===== config.mk =====
export PLATFORM = sky130hd
export DESIGN_NAME = param_shift_engine
export DESIGN_NICKNAME = d
export VERILOG_FILES = /design/src/rtl/shift_pkg.sv /design/src/rtl/shift_bit_counter.sv /design/src/rtl/param_shift_engine.sv
export SDC_FILE = /design/constraint.sdc
export NUM_CORES = 1
export LEC_CHECK = 0
export CAP_MARGIN = 30
export CORE_MARGIN = 2
export CORE_UTILIZATION = 48
export CTS_BUF_LIST = sky130_fd_sc_hd__clkbuf_2 sky130_fd_sc_hd__clkbuf_4 sky130_fd_sc_hd__clkbuf_8
export DETAILED_ROUTE_END_ITERATION = 6
export HOLD_SLACK_MARGIN = 0.03
export PLACE_DENSITY = 0.87
export SKIP_LAST_GASP = 1
export SYNTH_ARGS = -nofsm -noshare
export SYNTH_HDL_FRONTEND = slang
export SYNTH_SLANG_ARGS = --single-unit

===== constraint.sdc =====
create_clock -name clk -period 1.5 [get_ports clk]
set_input_delay 0.375 -clock clk [delete_from_list [all_inputs] [get_ports clk]]
set_output_delay 0.375 -clock clk [all_outputs]
set_load 0.1 [all_outputs]

===== src/rtl/shift_pkg.sv =====
// Shared definitions for the parameterised shift engine.
package shift_pkg;

   localparam int DEFAULT_WIDTH = 8;

   typedef enum logic [1:0] {
      IDLE  = 2'd0,
      SHIFT = 2'd1,
      DONE  = 2'd2
   } state_t;

endpackage


===== src/rtl/shift_bit_counter.sv =====
// Counts completed shifts and flags the edge that performs the final shift.
module shift_bit_counter
   import shift_pkg::*;
#(
   parameter int WIDTH = DEFAULT_WIDTH
)
(
   input  logic clk,
   input  logic reset,
   input  logic clr,
   input  logic inc,
   output logic at_last
);

   localparam int CW = $clog2(WIDTH + 1);

   logic [CW-1:0] count;

   // Count shifts; a new load clears it and it saturates at WIDTH so it can never run past the word length.
   always_ff @(posedge clk or negedge reset) begin
      if (!reset) begin
         count <= '0;
      end else if (clr) begin
         count <= '0;
      end else if (inc && (count != CW'(WIDTH))) begin
         count <= count + CW'(1);
      end
   end

   assign at_last = inc && (count == CW'(WIDTH - 1));

endmodule


===== src/rtl/param_shift_engine.sv =====
// Loadable shift register that streams a word out serially, one bit per enabled clock.
module param_shift_engine
   import shift_pkg::*;
#(
   parameter int   WIDTH = DEFAULT_WIDTH,
   parameter logic FILL  = 1'b0
)
(
   input  logic             clk,
   input  logic             reset,
   input  logic             start,
   input  logic [WIDTH-1:0] load_data,
   input  logic             dir,
   input  logic             rot,
   input  logic             ser_sel,
   input  logic             ser_in,
   input  logic             en,
   output logic             ser_out,
   output logic             ser_valid,
   output logic             busy,
   output logic             done,
   output logic [WIDTH-1:0] par_out
);

   state_t           state;
   logic [WIDTH-1:0] shReg;
   logic [WIDTH-1:0] nextReg;
   logic             dirL;
   logic             rotL;
   logic             selL;
   logic             outBit;
   logic             inBit;
   logic             cntClr;
   logic             cntInc;
   logic             atLast;

   // Work out the bit leaving the register, the bit refilling it, and the shifted word.
   always_comb begin
      outBit  = dirL ? shReg[WIDTH-1] : shReg[0];
      inBit   = rotL ? outBit : (selL ? ser_in : FILL);
      nextReg = dirL ? {shReg[WIDTH-2:0], inBit} : {inBit, shReg[WIDTH-1:1]};
   end

   assign cntClr = (state == IDLE) && start;
   assign cntInc = (state == SHIFT) && en;

   shift_bit_counter #(
      .WIDTH (WIDTH)
   ) u_counter (
      .clk     (clk),
      .reset   (reset),
      .clr     (cntClr),
      .inc     (cntInc),
      .at_last (atLast)
   );

   // Control FSM: load and latch mode on start, shift while enabled, publish the word for one DONE cycle.
   always_ff @(posedge clk or negedge reset) begin
      if (!reset) begin
         state     <= IDLE;
         shReg     <= '0;
         dirL      <= 1'b0;
         rotL      <= 1'b0;
         selL      <= 1'b0;
         ser_out   <= 1'b0;
         ser_valid <= 1'b0;
         par_out   <= '0;
      end else begin
         case (state)
            IDLE: begin
               ser_valid <= 1'b0;
               if (start) begin
                  shReg <= load_data;
                  dirL  <= dir;
                  rotL  <= rot;
                  selL  <= ser_sel;
                  state <= SHIFT;
               end
            end
            SHIFT: begin
               if (en) begin
                  shReg     <= nextReg;
                  ser_out   <= outBit;
                  ser_valid <= 1'b1;
                  if (atLast) begin
                     par_out <= nextReg;
                     state   <= DONE;
                  end
               end else begin
                  ser_valid <= 1'b0;
               end
            end
            DONE: begin
               ser_valid <= 1'b0;
               state     <= IDLE;
            end
            default: begin
               ser_valid <= 1'b0;
               state     <= IDLE;
            end
         endcase
      end
   end

   assign busy = (state == SHIFT);
   assign done = (state == DONE);

endmodule

==> out/summary.md, run 1 <==
* Clock Tree Buf Depth: 2
* hold bufs inserted after CTS: 0
* Post-synth EDFFs: 0
* maxcap violations: 0
* overall power consumption: 5.23 mW
* later-pin clock latency in the skew report: 330 ps
* data arrival time of the critical path: 1930 ps
* list of most frequent post-synthesis cells: sky130_fd_sc_hd__dfrtp_1, sky130_fd_sc_hd__mux2_2, sky130_fd_sc_hd__a21oi_1, sky130_fd_sc_hd__inv_1, sky130_fd_sc_hd__mux2_4
* remaining global-route overflow: 0
* clock edge transition at the registers on the reported setup and hold paths: 160 ps
* worst path required time: 1730 ps
* primary flip-flop cell chosen by synthesis mapping: sky130_fd_sc_hd__dfrtp_1
* total global routing track utilization: 0.223
* maximum number of pins on one net before global-route repair: 28
* post-synthesis cell type with the largest combined area: sky130_fd_sc_hd__dfrtp_1
* effective utilization at floorplan: 0.507
* maximum clock rate: 590 MHz
* average detailed-routed wire length per instance: 19.7 microns
* category of the critical setup timing path: register to register
* number of cells on the worst reg-to-reg path: 5
* leakage power: 0.992 nW
* critical path cell sequence: ha_2, nand4b_1, nor3b_2, buf_4, mux2_4
* number of distinct library cells after synthesis: 31
* cell family with most CP delay: simple AND/OR/NAND/NOR gates
* Area Growth Syn to Fin: 54.0%
* post-route design area: 0.00215 sq mm
* power density over the cells: 2430 mW/mm^2
* Buffers & Inverters on Critical Path: 1
* fill cell count: 167
* port buffer count: 27
* Slew HR: 0.766
* area post-placement: 0.00192 sq mm
* sort of element at the start of the critical path: register
* synthesized flop and latch total: 27
* reg-to-reg critical path endpoint: par_out[0]
* Horiz. Die Dim: 58.0 microns
* initial antenna violation count: 0
* Setup crit end kind: register
* share of the synthesized area in the top cell type: 0.483
* synthesized area per cell: 12.5 sq um
* length of the first detailed-routing pass in iterations: 4
* via count of the first global-routing pass: 1,132
* run status: finished with violations
* Tcrit/Tclk final: 1.13
* Routed Wire Length: 3850 microns
* number of antenna repair diodes: 0
* TritonCTS clock tree: built
* Cells after Synth: 112
* Detailed Route Iter0 Violations: 45
* worst-path fanout max: 4
* H-tree levels: 1
* Warnings, synthesis: 0
* total vias in the final route: 1,137
* total area of multi-input combinational cells: 768 sq um
* number of nets produced by synthesis: 130
* proportion of synthesized chip area in sequential cells: 0.483
* final-report setup violation count: 13
* post-synth design cell area: 0.00140 sq mm
* reg-to-reg slack, setup: -200 ps
* Routability Congestion: 0.731
* cells taking the most area after synthesis: sky130_fd_sc_hd__dfrtp_1, sky130_fd_sc_hd__mux2_2, sky130_fd_sc_hd__mux2_4
* final hold violation count: 0
* core outline area: 0.00276 sq mm
* global-route wire length before repair: 5540 microns
* die outline height: 58.0 microns
* highest-delay cell along the critical path: sky130_fd_sc_hd__dfrtp_1
* setup repair after global routing missed its margin: yes
* Cell Rows: 19
* Post-Route Hold Slack: 390 ps
* maximum VDD drop: 2.60 mV
* Slowest Stage Delay on Critical Path: 400 ps
* sequential cell area: 679 sq um
* drt via density: 5.83
* worst setup margin: -195 ps
* Hold Crit Class: input port to asynchronous set/reset pin
* HPWL after DPL: 2430 microns
* clock sink count: 27
* Die Footprint: 0.00336 sq mm
* ratio of cells with drive above 1 in the final layout: 0.512
* number of buffers inserted during clock tree synthesis: 3
* startpoint of the worst register-to-register path: u_counter.count[0]
* DRC violations left: 0
* antenna viol nets, final: 0
* Clock Skews: 6.10 ps
* total count of max-transition violations in the final report: 0
* final period demand of the worst path: 1700 ps
* library cell with the highest instance count after synthesis: sky130_fd_sc_hd__dfrtp_1
* actual slew at the worst max-slew pin: 351 ps
* Top-Level Pins: 28
* library cell used as clock root buffer: sky130_fd_sc_hd__clkbuf_4
* async set or reset register ratio after synthesis: 1.00
* violations in the final reports: setup timing
* number of nets in the final layout: 183
==> placed cells by master, fill, tap and decap left out, drive strengths merged, types with 2 or more instances in the layout <==
cell type      synthesis  routed
buf                    5      38
clkbuf                 0       3
dfrtp                 27      27
inv                    6       6
nor2                   2       2
nand2                  3       3
o2bb2ai                2       2
o21ai                  5       5
a221oi                 2       2
nand3                  4       4
nand3b                 5       5
ha                     2       2
a21oi                  7       7
mux2                  29      29
clkdlybuf4s50          0      15
nor2b                  3       3
==> report_power, final <==
group | internal [mW] | switching [mW] | total (mW)
combinational | 1.73 | 1.72 | 3.45
sequential | 1.06 | 0.385 | 1.44
clock | 0.102 | 0.230 | 0.332
total | 2.89 | 2.34 | 5.23
==> through the flow <==
step | util | setup TNS [ps] | setup WS [ps] | cells
2_1_floorplan | - | -66.0 | -13.4 | 112
3_3_place_gp | 0.698 | -6390 | -378 | 180
3_5_place_dp | 0.698 | -7360 | -437 | 180
4_1_cts | 0.736 | -1040 | -126 | 189
5_1_grt | 0.780 | -2630 | -255 | 195
6_report | 0.780 | -1740 | -195 | 195
==> worst max-delay path by stage <==
stage | start | to | slack (ps) | cells after the start
floorplan | state[1] | shReg[5] | -10 | 5
global placement | en | par_out[5] | -380 | 5
detailed placement | en | par_out[4] | -440 | 5
CTS | u_counter.count[1] | par_out[4] | -130 | 5
global route | u_counter.count[0] | par_out[7] | -260 | 5
finish | u_counter.count[0] | par_out[0] | -200 | 5
==> kinds of logic (layout without fill, tap and decap cells) <==
family	Yosys count	in the layout	synth area share
AO/OA/AOI/OAI	18	18	0.0860
buffers and inverters	11	63	0.0403
AND/OR/NAND/NOR	24	24	0.116
flip-flops	27	27	0.483
multiplexers	30	30	0.257
adder cells (fa/ha/maj)	2	2	0.0179
==> sequential cells by signal (all words and copies together) (netlist names) <==
| signal | flops |
|---|---|
| ser_out | 1 |
| dirL | 1 |
| shReg | 8 |
| par_out | 8 |
| u_counter.count | 4 |
| selL | 1 |
| ser_valid | 1 |
| rotL | 1 |
| state | 2 |
==> layer usage <==
layer / GRT usage / part of all wire / wire length (microns) / vias up
met3: 0.0379 / 0.034 / 130 / 12
met2: 0.401 / 0.53 / 2050 / 36
met5: 0 / 0 / 0 / -
met4: 0.0797 / 0.024 / 91 / 0
met1: 0.268 / 0.41 / 1570 / 580
li1: - / - / - / 509
==> what timing repair did <==
item | CTS | global route
gates cloned | 0 | 1
pin swaps | 1 | 4
gates resized for setup | 8 | 22
endpoints found under the setup margin | 17 | 21
buffers inserted | 5 | 5
==> worst reg2reg max path, stage by stage (launching register included) <==
cell and delay, ps:
sky130_fd_sc_hd__dfrtp_1 400, sky130_fd_sc_hd__ha_2 200, sky130_fd_sc_hd__nand4b_1 150, sky130_fd_sc_hd__nor3b_2 320
sky130_fd_sc_hd__buf_4 210, sky130_fd_sc_hd__mux2_4 300
==> cell type report <==
| class | instances | share of cell area |
|---|---|---|
| inverters | 6 | 0.0105 |
| multi-input cells | 74 | 0.357 |
| repair buffers | 53 | 0.285 |
| flip-flops and latches | 27 | 0.316 |
| well taps | 31 | 0.0180 |
| clock inverters | 1 | 0.00349 |
| clock buffers | 3 | 0.0105 |
(Power assumes the default switching activity.)
==> inputs of run 2 (changes only) <==
--- a/config.mk
+++ b/config.mk
@@ -7,11 +7,13 @@
 export LEC_CHECK = 0
 export CAP_MARGIN = 30
 export CORE_MARGIN = 2
-export CORE_UTILIZATION = 48
+export CORE_UTILIZATION = 57
 export CTS_BUF_LIST = sky130_fd_sc_hd__clkbuf_2 sky130_fd_sc_hd__clkbuf_4 sky130_fd_sc_hd__clkbuf_8
 export DETAILED_ROUTE_END_ITERATION = 6
+export DONT_BUFFER_PORTS = 1
+export GPL_ROUTABILITY_DRIVEN = 0
 export HOLD_SLACK_MARGIN = 0.03
-export PLACE_DENSITY = 0.87
+export PLACE_DENSITY = 0.84
 export SKIP_LAST_GASP = 1
 export SYNTH_ARGS = -nofsm -noshare
 export SYNTH_HDL_FRONTEND = slang
==> run 2 against run 1 <==
Against the previous run:
- the flow still finishes with violations (setup timing)
- clock power is 3% lower
- utilization is 3.1 points higher
- setup slack better by 78 ps
- cell area is 15% lower
- via count is 11% lower
- combinational power is 12% lower
- sequential power is 8% lower
- count of clock-buffer cells in the layout stayed put
- critical path type is now register to primary output
- critical endpoint is now done
- largest cell class unchanged
- largest power group unchanged
- highest routed layer unchanged
==> out/summary.md, run 2 (synthesis gave the netlist of run 1 again) <==
* initial antenna violation count: 0, unchanged
* global-route wire length before repair: 4750 microns, -14%
* Horiz. Die Dim: 53.5 microns, -7.7%
* port buffer count: 0, -100%
* Post-Route Hold Slack: 164 ps, -226 ps
* worst path required time: 1120 ps, -610 ps
* violations in the final reports: setup timing
* actual slew at the worst max-slew pin: 340 ps, -11.5 ps
* Area Growth Syn to Fin: 30.9%
* final-report setup violation count: 14, +1
* die outline height: 53.5 microns, -7.7%
* TritonCTS clock tree: built
* post-placement cell count: 157, -13%
* critical path cell sequence: buf_6, nor2b_4, buf_12
* Detailed Route Iter0 Violations: 23, -49%
* Setup crit end kind: primary output
* run status: finished with violations
* effective utilization at floorplan: 0.620, +0.113
* DRC violations left: 0, unchanged
* ratio of cells with drive above 1 in the final layout: 0.532, +0.0197
* drt via density: 5.98, +2.6%
* post-route design area: 0.00183 sq mm, -15%
* number of antenna repair diodes: 0, unchanged
* sort of element at the start of the critical path: register
* length of the first detailed-routing pass in iterations: 4, unchanged
* commonest cells after routing, fill and taps aside: sky130_fd_sc_hd__dfrtp_1, sky130_fd_sc_hd__buf_4, sky130_fd_sc_hd__mux2_4
* reg-to-reg critical path endpoint: par_out[3]
* Clock Skews: 4.93 ps, -1.17 ps
* number of nets in the final layout: 160, -13%
* most frequent standard cell in the layout excluding fill and tap cells: sky130_fd_sc_hd__dfrtp_1
* later-pin clock latency in the skew report: 340 ps, about the same
* maximum clock rate: 618 MHz, +4.8%
* antenna viol nets, final: 0, unchanged
* data arrival time of the critical path: 1240 ps, -690 ps
* Final Non-Filler Cells: 169, -13%
* worst-path fanout max: 3, -1
* Slowest Stage Delay on Critical Path: 450 ps, +50 ps
* last element of the critical path: done
* Die Footprint: 0.00286 sq mm, -15%
* Clock Tree Buf Depth: 2, unchanged
* worst setup margin: -118 ps, +77.5 ps
* highest-delay cell along the critical path: sky130_fd_sc_hd__dfrtp_1
* cell family with most CP delay: flip-flops
* leakage power: 0.876 nW, -12%
* Cell Rows: 17, -2
* Hold Crit Class: input port to register
* maxcap violations: 0, unchanged
* remaining global-route overflow: 0, unchanged
* total count of max-transition violations in the final report: 0, unchanged
* power density over the cells: 2570 mW/mm^2, +5.7%
* clock sink count: 27, unchanged
* HPWL after DPL: 2100 microns, -14%
* maximum VDD drop: 1.96 mV, -25%
* fill cell count: 128, -23%
* Top Registers: par_out (8), shReg (8), u_counter.count (4)
* maximum number of pins on one net before global-route repair: 28, unchanged
* library cell used as clock root buffer: sky130_fd_sc_hd__clkbuf_4
* total vias in the final route: 1,011, -11%
* Top-Level Pins: 28, unchanged
* total global routing track utilization: 0.232, +0.00913
* average detailed-routed wire length per instance: 19.2 microns, -2.6%
* final hold violation count: 0, unchanged
* reg-to-reg slack, setup: -120 ps, +80 ps
* core outline area: 0.00225 sq mm, -18%
* Routed Wire Length: 3250 microns, -16%
* startpoint of the worst register-to-register path: u_counter.count[0]
* number of cells on the worst reg-to-reg path: 5, unchanged
* area post-placement: 0.00162 sq mm, -16%
* Slew HR: 0.773, +0.00718
* number of buffers inserted during clock tree synthesis: 3, unchanged
* setup repair after global routing missed its margin: yes
* clock edge transition at the registers on the reported setup and hold paths: 150 ps, about the same
* Stages on worst setup path: 3, -2
* critical path startpoint: state[0]
* H-tree levels: 1, unchanged
* Buffers & Inverters on Critical Path: 2, +1
* via count of the first global-routing pass: 1,050, -7.2%
* final period demand of the worst path: 1620 ps, -77.5 ps
* Tcrit/Tclk final: 1.08, -0.0517
* category of the critical setup timing path: register to primary output
-- run 2: layer usage --
| metal | GRT usage | vias to the layer above | routed length [microns] |
|---|---|---|---|
| li1 | - | 465 | - |
| met2 | 0.403 | 28 | 1680 |
| met1 | 0.278 | 514 | 1350 |
| met5 | 0 | - | 0 |
| met3 | 0.0508 | 4 | 168 |
| met4 | 0.0940 | 0 | 50 |
-- run 2: final cells by class --
cell class	instances	area, sq um	area share
multi-input cells	74	761	0.416
flip-flops and latches	27	678	0.371
repair buffers	30	305	0.167
well taps	28	35.0	0.0192
clock buffers	3	22.5	0.0123
inverters	6	22.5	0.0123
clock inverters	1	5.00	0.00274
-- run 2: stage by stage --
step / power, mW / setup slack (ps) / setup TNS (ps) / utilization
floorplan: 3.38 / -13.4 / -66.0 / -
global placement: 3.85 / 2.39 / 0 / 0.719
detailed placement: 3.96 / -48.0 / -365 / 0.719
CTS: 4.45 / -91.2 / -527 / 0.775
global route: 4.93 / -226 / -2390 / 0.811
finish: 4.70 / -118 / -849 / 0.811
-- run 2: worst reg2reg max path, cell delays in order (launching register included) --
cell                       delay, ps
sky130_fd_sc_hd__dfrtp_1         390
sky130_fd_sc_hd__ha_2            190
sky130_fd_sc_hd__nand4b_1        130
sky130_fd_sc_hd__nor3b_2         250
sky130_fd_sc_hd__buf_4           200
sky130_fd_sc_hd__mux2_2          360
-- run 2: how the worst min path moves through the flow --
stage	from	to	slack [ps]	cells past startpoint
after floorplan	reset	dirL	80	0
after global placement	reset	u_counter.count[2]	80	0
after detailed placement	reset	ser_valid	80	0
after CTS	rot	rotL	160	1
after global routing	rot	rotL	160	1
final	rot	rotL	160	1
-- run 2: power breakdown --
| group | switching [mW] | internal (mW) | leakage, nW |
|---|---|---|---|
| combinational | 1.69 | 1.36 | 0.522 |
| sequential | 0.273 | 1.05 | 0.336 |
| clock | 0.222 | 0.100 | 0.0177 |
| total | 2.18 | 2.52 | 0.876 |
-- run 2: repair_timing --
action / 4_1_cts / 5_1_grt
endpoints found under the hold margin: 27 / 0
setup endpoints to repair: 17 / 23
buffers inserted: 5 / 1
gates cloned: 0 / 1
gates resized for setup: 10 / 22
pin swaps: 3 / 3
hold buffers: 2 / 0
